`src/rtl/mux_rr_arbiter.sv`:
```
// Round-robin arbiter sharing one 4:1 select mux between four requesters.
// Inserts a settle interval after each address change and preempts long holders.
module mux_rr_arbiter #(
   parameter int unsigned SETTLE_CYCLES = 1,
   parameter int unsigned MAX_HOLD      = 16,
   parameter int unsigned CNT_W         = 5
) (
   input  logic       clk,
   input  logic       rst_n,
   input  logic [3:0] req,
   output logic [3:0] gnt,
   output logic       address0,
   output logic       address1,
   output logic       sel_valid,
   output logic       timeout
);

   typedef enum logic [1:0] {IDLE = 2'd0, SETTLE = 2'd1, GRANT = 2'd2} state_t;

   localparam logic [CNT_W:0]   SETTLE_LIM = (CNT_W+1)'(SETTLE_CYCLES);
   localparam logic [CNT_W-1:0] HOLD_LIM   = CNT_W'(MAX_HOLD);

   state_t           state, state_nxt;
   logic [1:0]       last, last_nxt;
   logic [CNT_W-1:0] settle_cnt, settle_nxt;
   logic [CNT_W-1:0] hold_cnt, hold_nxt;
   logic [3:0]       gnt_nxt;
   logic [1:0]       addr_nxt;
   logic             sel_valid_nxt, timeout_nxt;
   logic             take, preempt;
   logic [1:0]       take_idx;
   logic [2:0]       any_w, other_w;

   // Returns {found, index}: first requester scanning from+1, from+2, ... (mod 4).
   function automatic logic [2:0] scan(input logic [3:0] r, input logic [1:0] from,
                                       input logic skip_from);
      logic [2:0] res;
      logic [1:0] idx;
      res = '0;
      for (int unsigned k = 1; k <= 4; k++) begin
         idx = from + 2'(k);
         if (!res[2] && r[idx] && !(skip_from && idx == from))
            res = {1'b1, idx};
      end
      return res;
   endfunction

   always_ff @(posedge clk or negedge rst_n) begin
      if (!rst_n) begin
         state      <= IDLE;
         last       <= 2'd3;
         settle_cnt <= '0;
         hold_cnt   <= '0;
         gnt        <= '0;
         address1   <= 1'b0;
         address0   <= 1'b0;
         sel_valid  <= 1'b0;
         timeout    <= 1'b0;
      end else begin
         state                <= state_nxt;
         last                 <= last_nxt;
         settle_cnt           <= settle_nxt;
         hold_cnt             <= hold_nxt;
         gnt                  <= gnt_nxt;
         {address1, address0} <= addr_nxt;
         sel_valid            <= sel_valid_nxt;
         timeout              <= timeout_nxt;
      end
   end

   // Release takes precedence over preemption; both hand off without an idle bubble.
   always_comb begin
      any_w     = scan(req, last, 1'b0);
      other_w   = scan(req, last, 1'b1);
      state_nxt = state;
      take      = 1'b0;
      take_idx  = last;
      preempt   = 1'b0;
      case (state)
         IDLE: begin
            if (any_w[2]) begin
               take     = 1'b1;
               take_idx = any_w[1:0];
            end
         end
         SETTLE, GRANT: begin
            if (!req[last]) begin
               if (other_w[2]) begin
                  take     = 1'b1;
                  take_idx = other_w[1:0];
               end else begin
                  state_nxt = IDLE;
               end
            end else if (state == GRANT && MAX_HOLD != 0 && hold_cnt == HOLD_LIM
                         && other_w[2]) begin
               take     = 1'b1;
               take_idx = other_w[1:0];
               preempt  = 1'b1;
            end else if (state == SETTLE &&
                         ({1'b0, settle_cnt} + {{CNT_W{1'b0}}, 1'b1}) >= SETTLE_LIM) begin
               state_nxt = GRANT;
            end
         end
         default: state_nxt = IDLE;
      endcase
      if (take)
         state_nxt = (SETTLE_CYCLES == 0) ? GRANT : SETTLE;
   end

   // Hold counter counts GRANT cycles including the current one, saturating at MAX_HOLD.
   always_comb begin
      gnt_nxt       = gnt;
      addr_nxt      = {address1, address0};
      last_nxt      = last;
      settle_nxt    = '0;
      hold_nxt      = '0;
      sel_valid_nxt = (state_nxt == GRANT) && !take;
      timeout_nxt   = preempt;
      if (take) begin
         gnt_nxt  = 4'b0001 << take_idx;
         addr_nxt = take_idx;
         last_nxt = take_idx;
      end else if (state_nxt == IDLE) begin
         gnt_nxt = '0;
      end
      if (state_nxt == SETTLE && !take)
         settle_nxt = settle_cnt + CNT_W'(1);
      if (state_nxt == GRANT) begin
         hold_nxt = take ? '0 : hold_cnt;
         if (hold_nxt < HOLD_LIM)
            hold_nxt = hold_nxt + CNT_W'(1);
      end
   end

endmodule

```
`config.mk`:
```
export PLATFORM = sky130hd
export DESIGN_NAME = mux_rr_arbiter
export DESIGN_NICKNAME = d
export VERILOG_FILES = /design/src/rtl/mux_rr_arbiter.sv
export SDC_FILE = /design/constraint.sdc
export NUM_CORES = 1
export LEC_CHECK = 0
export ABC_AREA = 1
export CAP_MARGIN = 10
export CORE_ASPECT_RATIO = 0.6
export CORE_MARGIN = 2
export CORE_UTILIZATION = 41
export CTS_CLUSTER_SIZE = 40
export DETAILED_ROUTE_END_ITERATION = 12
export MAX_ROUTING_LAYER = met4
export SYNTH_ARGS = -nofsm -noshare
export SYNTH_HDL_FRONTEND = slang
export SYNTH_SLANG_ARGS = --single-unit
```
`constraint.sdc`:
```
create_clock -name clk -period 2.3 [get_ports clk]
set_input_delay 0.23 -clock clk [delete_from_list [all_inputs] [get_ports clk]]
set_output_delay 0.23 -clock clk [all_outputs]
set_load 0.01 [all_outputs]
```
==> results of run 1 <==
area by class of cell:
type / instances / area (um2)
timing repair buffer: 31 / 269.0
clock buffer: 3 / 41.29
inverter: 38 / 158.9
multi-input combinational: 163 / 950.9
sequential: 22 / 553.0
fill: 374 / 1682
tap: 47 / 58.81
clock inverter: 1 / 30.03
through the flow:
step / instances / power, uW / utilization / setup TNS [ns] / worst slack (ns)
2_1_floorplan: 225 / 1910 / - / 0 / 0.03666
5_1_grt: 305 / 3287 / 0.5508 / -0.6933 / -0.1193
3_3_place_gp: 294 / 2390 / 0.4997 / 0 / 0.01549
6_report: 305 / 2990 / 0.5508 / 0 / 0.04634
4_1_cts: 300 / 2787 / 0.5221 / 0 / 0.009224
3_5_place_dp: 294 / 2385 / 0.4997 / -0.05079 / -0.03509
cells in the mapped netlist (all sizes together) (2+ instances only):
cell / number / share of area
ha: 7 / 0.054
clkinv: 2 / 0.0061
buf: 2 / 0.019
nand3: 17 / 0.066
nand2: 90 / 0.26
nor2: 22 / 0.063
a21oi: 5 / 0.018
nand4: 5 / 0.019
dfrtp: 20 / 0.31
nor3: 2 / 0.0061
xor2: 2 / 0.011
inv: 36 / 0.086
dfstp: 2 / 0.032
o21ai: 8 / 0.025
routing by layer:
layer / track usage / vias up / routed length (um)
met5: - / - / 0
met2: 0.2227 / 30 / 1360
li1: - / 761 / -
met4: 0.03968 / 0 / 33
met1: 0.2764 / 644 / 2024
met3: 0.05354 / 5 / 189
logic make-up after synthesis:
group	after synthesis
flip-flops	22
AO/OA/AOI/OAI	15
adder cells (fa/ha/maj)	7
buffers and inverters	40
XOR/XNOR	3
AND/OR/NAND/NOR	138
power by group through the flow:
| stage | logic, uW | clock network (uW) | registers (uW) |
|---|---|---|---|
| floorplan | 1320 | 0 | 591 |
| global placement | 1780 | 0 | 614 |
| detailed placement | 1770 | 0 | 611 |
| CTS | 1830 | 376 | 575 |
| global route | 2300 | 392 | 596 |
| finish | 2050 | 360 | 582 |
what timing repair did:
action,CTS,global route
pin swaps,0,5
setup buffers,2,5
gates resized for setup,1,23
endpoints found under the setup margin,1,15
worst paths after layout:
check	from	end	cells after the start
worst min-delay path	rst_n	gnt[0]	2
worst max register to register	last[0]	hold_cnt[1]	18
worst max-delay path	last[0]	hold_cnt[1]	18
max in group asynchronous	rst_n	last[1]	2
min in group clk	gnt[2]	gnt[2]	2
worst min register to register	gnt[2]	gnt[2]	2
flip-flops by register name (all words and copies together) (netlist names):
signal,cells
address0,1
timeout,1
last,2
settle_cnt,5
address1,1
sel_valid,1
hold_cnt,5
gnt,4
state,2
==> qor.csv, run 1 <==
stage,metric,value,unit
finish,synthToLayoutAreaGrowth,26.48,%
clocking,clk_pin_slew,0.08,ns
synthesis,synthXorXnorAreaFrac,0.01612,
setup_path,cp_num_buf_inv,4,
grt,first_global_vias,1247,
finish,mostFrequentLayoutCell,nand2_1,
sta,timing.final.crit_share,0.9799,
synthesis,synth_fa_ha_area_frac,0.05372,
drt,firstDrtPassIters,4,
setup_path,cp_max_fo,5,
sta,worstMarginPinSlew,0.2870,ns
pwr,p_sw,1450,uW
setup_path,arrival,2.41,ns
drt,vias,1440,
clocking,root_buffer,clkbuf_8,
pwr,pwr-share-seq,0.194,
pwr,p_per_area,1450,nW/um2
clocking,cts_buffers,3,
grt,overflow,0,
floorplanning,start_util,0.4355,
setup_path,path_class,flop to flop,
setup_path,ff2ff_setup_slack,0.05,ns
sta,max_freq,0.4437,GHz
setup_path,cp-start-kind,flop,
synthesis,synth.area.mux_share,0,
synthesis,synth_area,1630,um2
finish,nNetsFinal,272,
clocking,clock_latency,0.27,ns
setup_path,end_kind,flop,
sta,relSlewSlack,0.8087,
synthesis,netlist_instances,225,
run_status,status,"complete, no violations",
finish,stdcell_area,2062,um2
synthesis,synth-edff-count,0,
synthesis,synth_top_family_by_area,simple AND/OR/NAND/NOR gates,
grt,grt_use_total,0.1800,
pwr,p_leak,0.001073,uW
floorplanning,die_h,52.85,um
pwr,swShare,0.4848,
placement,place_area,1871,um2
floorplanning,core,3744,um2
pwr,combPwrFrac,0.685,
placement,dp.final_hpwl,2683,um
pwr,pwr-share-clk,0.120,
finish,final_cell_mix,"63 x nand2_1, 30 x inv_1, 20 x dfrtp_1",
synthesis,synth_compound_gate_area_share,0.05295,
clocking,clkSinkCount,22,
pwr,internal-power,1541,uW
sta,rsz0062_at_grt,yes,
clocking,cts_tree,yes,
sta,fin_skew,0.006964,ns
drt,wl,3607,um
setup_path,cp.required,2.46,ns
setup_path,cp_cell_sequence,buf_6 -> nand2_1 -> nand2_2 -> nand2_1 -> nand2_2 -> nand3_4 -> inv_4 -> nand2_4 -> nand3_2 -> nand2_4 -> nand2_4 -> inv_4 -> nor2_2 -> ha_2 -> inv_1 -> nand2_1 -> o21ai_1 -> nor2_1,
sta,slew_viol_final,0,
floorplanning,ios,14,
grt,antenna_found_initial,0,
drt,routedWlPerCell,11.83,um
clocking,clk_path_buf_depth,2,
setup_path,crit_path_top_delay_cell,dfstp_2,
job,drv_cap,0,
drt,routed_via_density,4.721,
sta,fin_crit,2.254,ns
sta,setup_viol,0,
synthesis,yosysSeqAreaShare,0.3392,
setup_path,path_delay_family,simple AND/OR/NAND/NOR gates,
grt,grt_max_degree,23,
pwr,ir_drop,0.7692,mV
synthesis,yosysWarnings,0,
min_path,hold_path_class,input port to async pin,
synthesis,synth_top_flop_cell,dfrtp_1,
synthesis,synth.distinct_cells,30,
synthesis,syn_avg_cell_area,7.246,um2
synthesis,synthSimpleGateAreaFrac,0.4267,
floorplanning,rows,17,
drt,drt_iter0_markers,47,
drt,drc_errors,0,
sta,hold_slack,0.3093,ns
finish,final_layout_size_suffix_gt1_frac,0.2946,
sta,final_hold_viol_count,0,
synthesis,async_reset_ff_frac,1.000,
grt,grt_pass1_wl,6037,um
floorplanning,die_w,85.41,um
floorplanning,die-area,4513,um2
clocking,postCtsHoldBufs,0,
clocking,h-tree-depth,1,
placement,place_congestion,0.8384,
setup_path,critPathMaxStageDelay,0.54,ns
synthesis,ys_seq_elements,22,
placement,port_buffers,13,
finish,antennaDiodeCount,0,
drt,ant_nets,0,
synthesis,synth_fp_nets,238,
(Power assumes the default switching activity.)
==> run 2, diff against run 1 <==
--- a/config.mk
+++ b/config.mk
@@ -8,10 +8,11 @@
 export ABC_AREA = 1
 export CAP_MARGIN = 10
 export CORE_ASPECT_RATIO = 0.6
-export CORE_MARGIN = 2
+export CORE_MARGIN = 4
 export CORE_UTILIZATION = 41
 export CTS_CLUSTER_SIZE = 40
 export DETAILED_ROUTE_END_ITERATION = 12
+export DONT_BUFFER_PORTS = 1
 export MAX_ROUTING_LAYER = met4
 export SYNTH_ARGS = -nofsm -noshare
 export SYNTH_HDL_FRONTEND = slang
==> qor.csv, run 2 (synthesized netlist as in run 1, its figures left out) <==
stage,metric,value,unit
placement,dp.final_hpwl,2688,um
sta,fin_crit,2.233,ns
setup_path,path_delay_family,simple AND/OR/NAND/NOR gates,
sta,relSlewSlack,0.3414,
finish,mostFrequentLayoutCell,nand2_1,
sta,max_freq,0.4479,GHz
grt,first_global_vias,1209,
grt,grt_pass1_wl,5996,um
drt,drt_iter0_markers,71,
clocking,clk_pin_slew,0.08,ns
floorplanning,start_util,0.4355,
placement,placed_cells,277,
sta,final_hold_viol_count,0,
setup_path,cp_cell_sequence,buf_12 -> buf_6 -> nand2_2 -> nand2_4 -> nand2_4 -> nand2_4 -> inv_4 -> nand3_4 -> nand2_4 -> nand2_2 -> nand3_4 -> nand2_4 -> nand2_4 -> inv_4 -> nor2_4 -> ha_4 -> inv_2 -> nand2_1 -> o21ai_1 -> nor2_1,
pwr,p_per_area,1529,nW/um2
floorplanning,rows,17,
finish,reg.largest.list,"hold_cnt (5), settle_cnt (5), gnt (4)",
setup_path,cp.required,2.45,ns
clocking,clock_latency,0.26,ns
sta,hold_slack,0.4998,ns
clocking,clk_path_buf_depth,2,
sta,slew_viol_final,0,
drt,routed_via_density,4.654,
finish,nNetsFinal,265,
grt,grt_use_total,0.1549,
floorplanning,die-area,5083,um2
min_path,hold_path_class,flop to flop,
floorplanning,die_h,56.85,um
finish,antennaDiodeCount,0,
drt,ant_nets,0,
drt,vias,1387,
setup_path,cpMostUsedCell,nand2_4,
setup_path,arrival,2.39,ns
grt,antenna_found_initial,0,
setup_path,path_class,flop to flop,
sta,setup_viol,0,
clocking,cts_buffers,3,
floorplanning,die_w,89.41,um
finish,final_layout_size_suffix_gt1_frac,0.3426,
sta,rsz0062_at_grt,yes,
drt,routedWlPerCell,12.40,um
setup_path,cp_max_fo,5,
grt,overflow,0,
job,drv_cap,0,
finish,final_cell_mix,"59 x nand2_1, 29 x inv_1, 21 x nand2_2",
sta,fin_skew,0.002465,ns
clocking,clkSinkCount,22,
floorplanning,ios,14,
setup_path,cp-start-kind,flop,
drt,drc_errors,0,
clocking,cts_tree,yes,
pwr,p_leak,0.001063,uW
sta,tns,0,ns
grt,grt_max_degree,23,
drt,wl,3695,um
sta,timing.final.crit_share,0.9707,
run_status,status,"complete, no violations",
setup_path,cp_num_buf_inv,5,
setup_path,critPathMaxStageDelay,0.56,ns
sta,worstMarginPinSlew,0.9846,ns
placement,port_buffers,0,
drt,firstDrtPassIters,4,
setup_path,crit_path_top_delay_cell,dfstp_2,
finish,synthToLayoutAreaGrowth,23.94,%
floorplanning,core,3744,um2
finish,nFillCells,353,
clocking,root_buffer,clkbuf_8,
placement,place_congestion,0.9011,
clocking,h-tree-depth,1,
pwr,fin_total_pwr,3090,uW
pwr,ir_drop,0.6227,mV
finish,final_cells,298,
setup_path,end_kind,flop,
==> run 2: cell types whose count changed in the layout (fill, tap and decap cells not counted), sizes merged <==
cell,delta
clkdlybuf4s50,-13
buf,+4
inv,+2
clkinv,-1
dlygate4sd3,+1
==> run 2: stage by stage <==
step,worst slack [ns],utilization,cell area [um2]
after floorplan,0.03666,-,1630
after global placement,-0.003850,0.4569,1710
after detailed placement,-0.03690,0.4569,1710
after CTS,0.0003275,0.5040,1887
after global routing,-0.1147,0.5398,2021
final,0.06736,0.5398,2021
==> run 2: path summary, 6_finish.rpt <==
path	slack, ns	to	cells after the start	from
hold / removal	0.50	settle_cnt[0]	1	settle_cnt[0]
max in group asynchronous	1.13	sel_valid	1	rst_n
hold reg to reg	0.50	settle_cnt[0]	1	settle_cnt[0]
setup reg to reg	0.07	hold_cnt[1]	20	last[0]
min in group asynchronous	0.57	gnt[1]	1	rst_n
setup / recovery	0.07	hold_cnt[1]	20	last[0]
==> run 2: area by class of cell <==
class | count | area, um2 | share of cell area
Multi-Input combinational cell | 163 | 975.9 | 0.4830
Sequential cell | 22 | 553.0 | 0.2737
Timing Repair Buffer | 23 | 195.2 | 0.09659
Inverter | 38 | 160.2 | 0.07926
Tap cell | 47 | 58.81 | 0.02910
Clock buffer | 3 | 41.29 | 0.02043
Clock inverter | 1 | 30.03 | 0.01486
Timing Repair inverter | 1 | 6.256 | 0.003096
==> run 2: report_power, final <==
part           internal (uW)  switching, uW
clock                    232            125
combinational            833           1290
sequential               503            111
==> run 2: per-layer routing <==
metal	routed length (um)	GRT usage
met2	1400	0.1899
met4	27	0.02548
met1	2025	0.2518
met3	241	0.03519
met5	0	-
==> run 2: worst register-to-register path: stages, from the launching register on <==
cell	delay [ns]
dfstp_2	0.56
buf_12	0.13
buf_6	0.10
nand2_2	0.07
nand2_4	0.08
nand2_4	0.06
nand2_4	0.08
inv_4	0.03
nand3_4	0.08
nand2_4	0.06
nand2_2	0.07
nand3_4	0.08
nand2_4	0.09
nand2_4	0.05
inv_4	0.09
nor2_4	0.04
ha_4	0.23
inv_2	0.04
nand2_1	0.04
o21ai_1	0.08
nor2_1	0.06
==> run 2: what timing repair did <==
item | 4_1_cts | 5_1_grt
gates resized for setup | 6 | 28
pin swaps | 2 | 18
gates cloned | 1 | 0
endpoints found under the hold margin | 22 | 0
hold buffers | 1 | 0
endpoints found under the setup margin | 5 | 15
setup buffers | 9 | 6
==> run 3, diff against run 2 <==
--- a/config.mk
+++ b/config.mk
@@ -14,6 +14,9 @@
 export DETAILED_ROUTE_END_ITERATION = 12
 export DONT_BUFFER_PORTS = 1
 export MAX_ROUTING_LAYER = met4
+export REMOVE_ABC_BUFFERS = 1
+export SKIP_CTS_REPAIR_TIMING = 1
+export SLEW_MARGIN = 10
 export SYNTH_ARGS = -nofsm -noshare
 export SYNTH_HDL_FRONTEND = slang
 export SYNTH_SLANG_ARGS = --single-unit
==> qor.csv, run 3 (synthesized netlist as in run 1, its figures left out) <==
stage,metric,value,unit
placement,pre_cts_slack,0.002054,ns
finish,nNetsFinal,270,
sta,slew_viol_final,0,
pwr,swShare,0.4889,
clocking,root_buffer,clkbuf_8,
drt,drc_errors,0,
sta,setup_viol,8,
clocking,clkSinkCount,22,
floorplanning,die_h,56.85,um
grt,overflow,0,
run_status,violations,setup timing,
drt,ant_nets,0,
floorplanning,rows,17,
drt,drt_iter0_markers,69,
setup_path,cpMostUsedCell,nand2_4,
sta,fin_skew,0.005310,ns
grt,grt_max_degree,23,
pwr,combPwrFrac,0.689,
finish,final_cell_mix,"64 x nand2_1, 29 x inv_1, 23 x buf_4",
setup_path,path_class,flop to flop,
sta,fin_crit,2.346,ns
clocking,cts_tree,yes,
grt,grt_use_total,0.1456,
setup_path,end_kind,flop,
clocking,h-tree-depth,1,
placement,dp.final_hpwl,2586,um
pwr,p_per_area,1520,nW/um2
finish,antennaDiodeCount,0,
sta,final_hold_viol_count,0,
placement,place_congestion,0.9066,
sta,relSlewSlack,0.8285,
finish,synthToLayoutAreaGrowth,27.55,%
drt,vias,1425,
setup_path,cp_cell_sequence,clkinv_4 -> nand2_1 -> nand2_1 -> nand2_4 -> nand2_4 -> inv_4 -> nand3_4 -> nand2_4 -> nand2_4 -> nand3_4 -> nand2_4 -> buf_4 -> inv_2 -> nand3_2 -> or2_4 -> nor2_2,
sta,worstMarginPinSlew,0.2572,ns
placement,port_buffers,0,
setup_path,critPathMaxStageDelay,0.64,ns
floorplanning,die_w,89.41,um
sta,timing.final.crit_share,1.020,
finish,final_layout_size_suffix_gt1_frac,0.3398,
pwr,ir_drop,0.8119,mV
setup_path,cp_max_fo,6,
drt,routedWlPerCell,12.65,um
pwr,pwr-share-seq,0.196,
setup_path,path_delay_family,simple AND/OR/NAND/NOR gates,
setup_path,crit_path_top_delay_cell,dfstp_2,
job,drv_cap,0,
setup_path,cp_num_buf_inv,4,
sta,hold_slack,0.3795,ns
grt,grt_pass1_wl,5644,um
drt,wl,3833,um
setup_path,arrival,2.55,ns
grt,first_global_vias,1183,
floorplanning,ios,14,
clocking,clk_pin_slew,0.08,ns
clocking,clock_latency,0.27,ns
sta,tns,-0.1734,ns
grt,antenna_found_initial,0,
clocking,cts_buffers,3,
finish,reg.largest.list,"hold_cnt (5), settle_cnt (5), gnt (4)",
finish,stdcell_area,2079,um2
floorplanning,start_util,0.4355,
setup_path,cp.required,2.50,ns
finish,mostFrequentLayoutCell,nand2_1,
floorplanning,core,3744,um2
pwr,p_sw,1545,uW
pwr,p_leak,0.001099,uW
finish,nFillCells,340,
drt,routed_via_density,4.703,
floorplanning,die-area,5083,um2
sta,rsz0062_at_grt,yes,
setup_path,cp-start-kind,flop,
pwr,fin_total_pwr,3160,uW
min_path,hold_path_class,input port to async pin,
pwr,pwr-share-clk,0.115,
placement,place_area,1733,um2
sta,max_freq,0.4263,GHz
pwr,internal-power,1615,uW
drt,firstDrtPassIters,4,
clocking,clk_path_buf_depth,2,
sta,setup_ws,-0.04565,ns
run_status,status,"finished, violations left",
run 3: cell count changes in the layout (fill, tap and decap cells not counted), sizes merged:
cell    previous run  this run
buf               22        27
clkinv             0         2
inv               39        37
run 3: final timing paths:
path                               start       endpoint  slack, ns  depth (start not counted)
setup / recovery                 last[0]  settle_cnt[4]      -0.05                         16
hold / removal                     rst_n         gnt[0]       0.38                          2
setup reg to reg                 last[0]  settle_cnt[4]      -0.05                         16
hold reg to reg            settle_cnt[0]  settle_cnt[0]       0.50                          1
max in group asynchronous          rst_n        last[0]       1.71                          2
min in group clk           settle_cnt[0]  settle_cnt[0]       0.50                          1
run 3: per-layer routing:
metal	routed length, um	GRT usage	vias to the layer above
li1	-	-	753
met5	0	-	-
met1	2008	0.2315	631
met3	207	0.04985	4
met4	27	0.03185	0
met2	1590	0.1679	37
run 3: power by group through the flow:
stage                     clock, uW  sequential [uW]  combinational (uW)
after floorplan                   0              612                1240
after global placement            0              632                1650
after detailed placement          0              630                1640
after CTS                       378              623                1650
after global routing            399              633                2410
final                           365              619                2180
run 3: worst reg2reg max path, cell delays in order (launching register included):
cell and delay [ns]:
dfstp_2 0.64, clkinv_4 0.12, nand2_1 0.09, nand2_1 0.10, nand2_4 0.10, nand2_4 0.06, inv_4 0.06, nand3_4 0.10
nand2_4 0.11, nand2_4 0.05, nand3_4 0.08, nand2_4 0.07, buf_4 0.15, inv_2 0.06, nand3_2 0.11, or2_4 0.28
nor2_2 0.10
run 3: cell type report:
class	instances	area [um2]	area share
Timing Repair inverter	1	5.005	0.002407
Sequential cell	22	553.0	0.2659
Clock buffer	3	41.29	0.01986
Timing Repair Buffer	28	245.2	0.1179
Inverter	38	155.1	0.07461
Multi-Input combinational cell	163	991.0	0.4765
Clock inverter	1	30.03	0.01444
Tap cell	47	58.81	0.02828
run 3: per-stage QoR:
| step | util | instances |
|---|---|---|
| floorplan | - | 223 |
| global placement | 0.4629 | 280 |
| detailed placement | 0.4629 | 280 |
| CTS | 0.4820 | 284 |
| global route | 0.5555 | 303 |
| finish | 0.5555 | 303 |
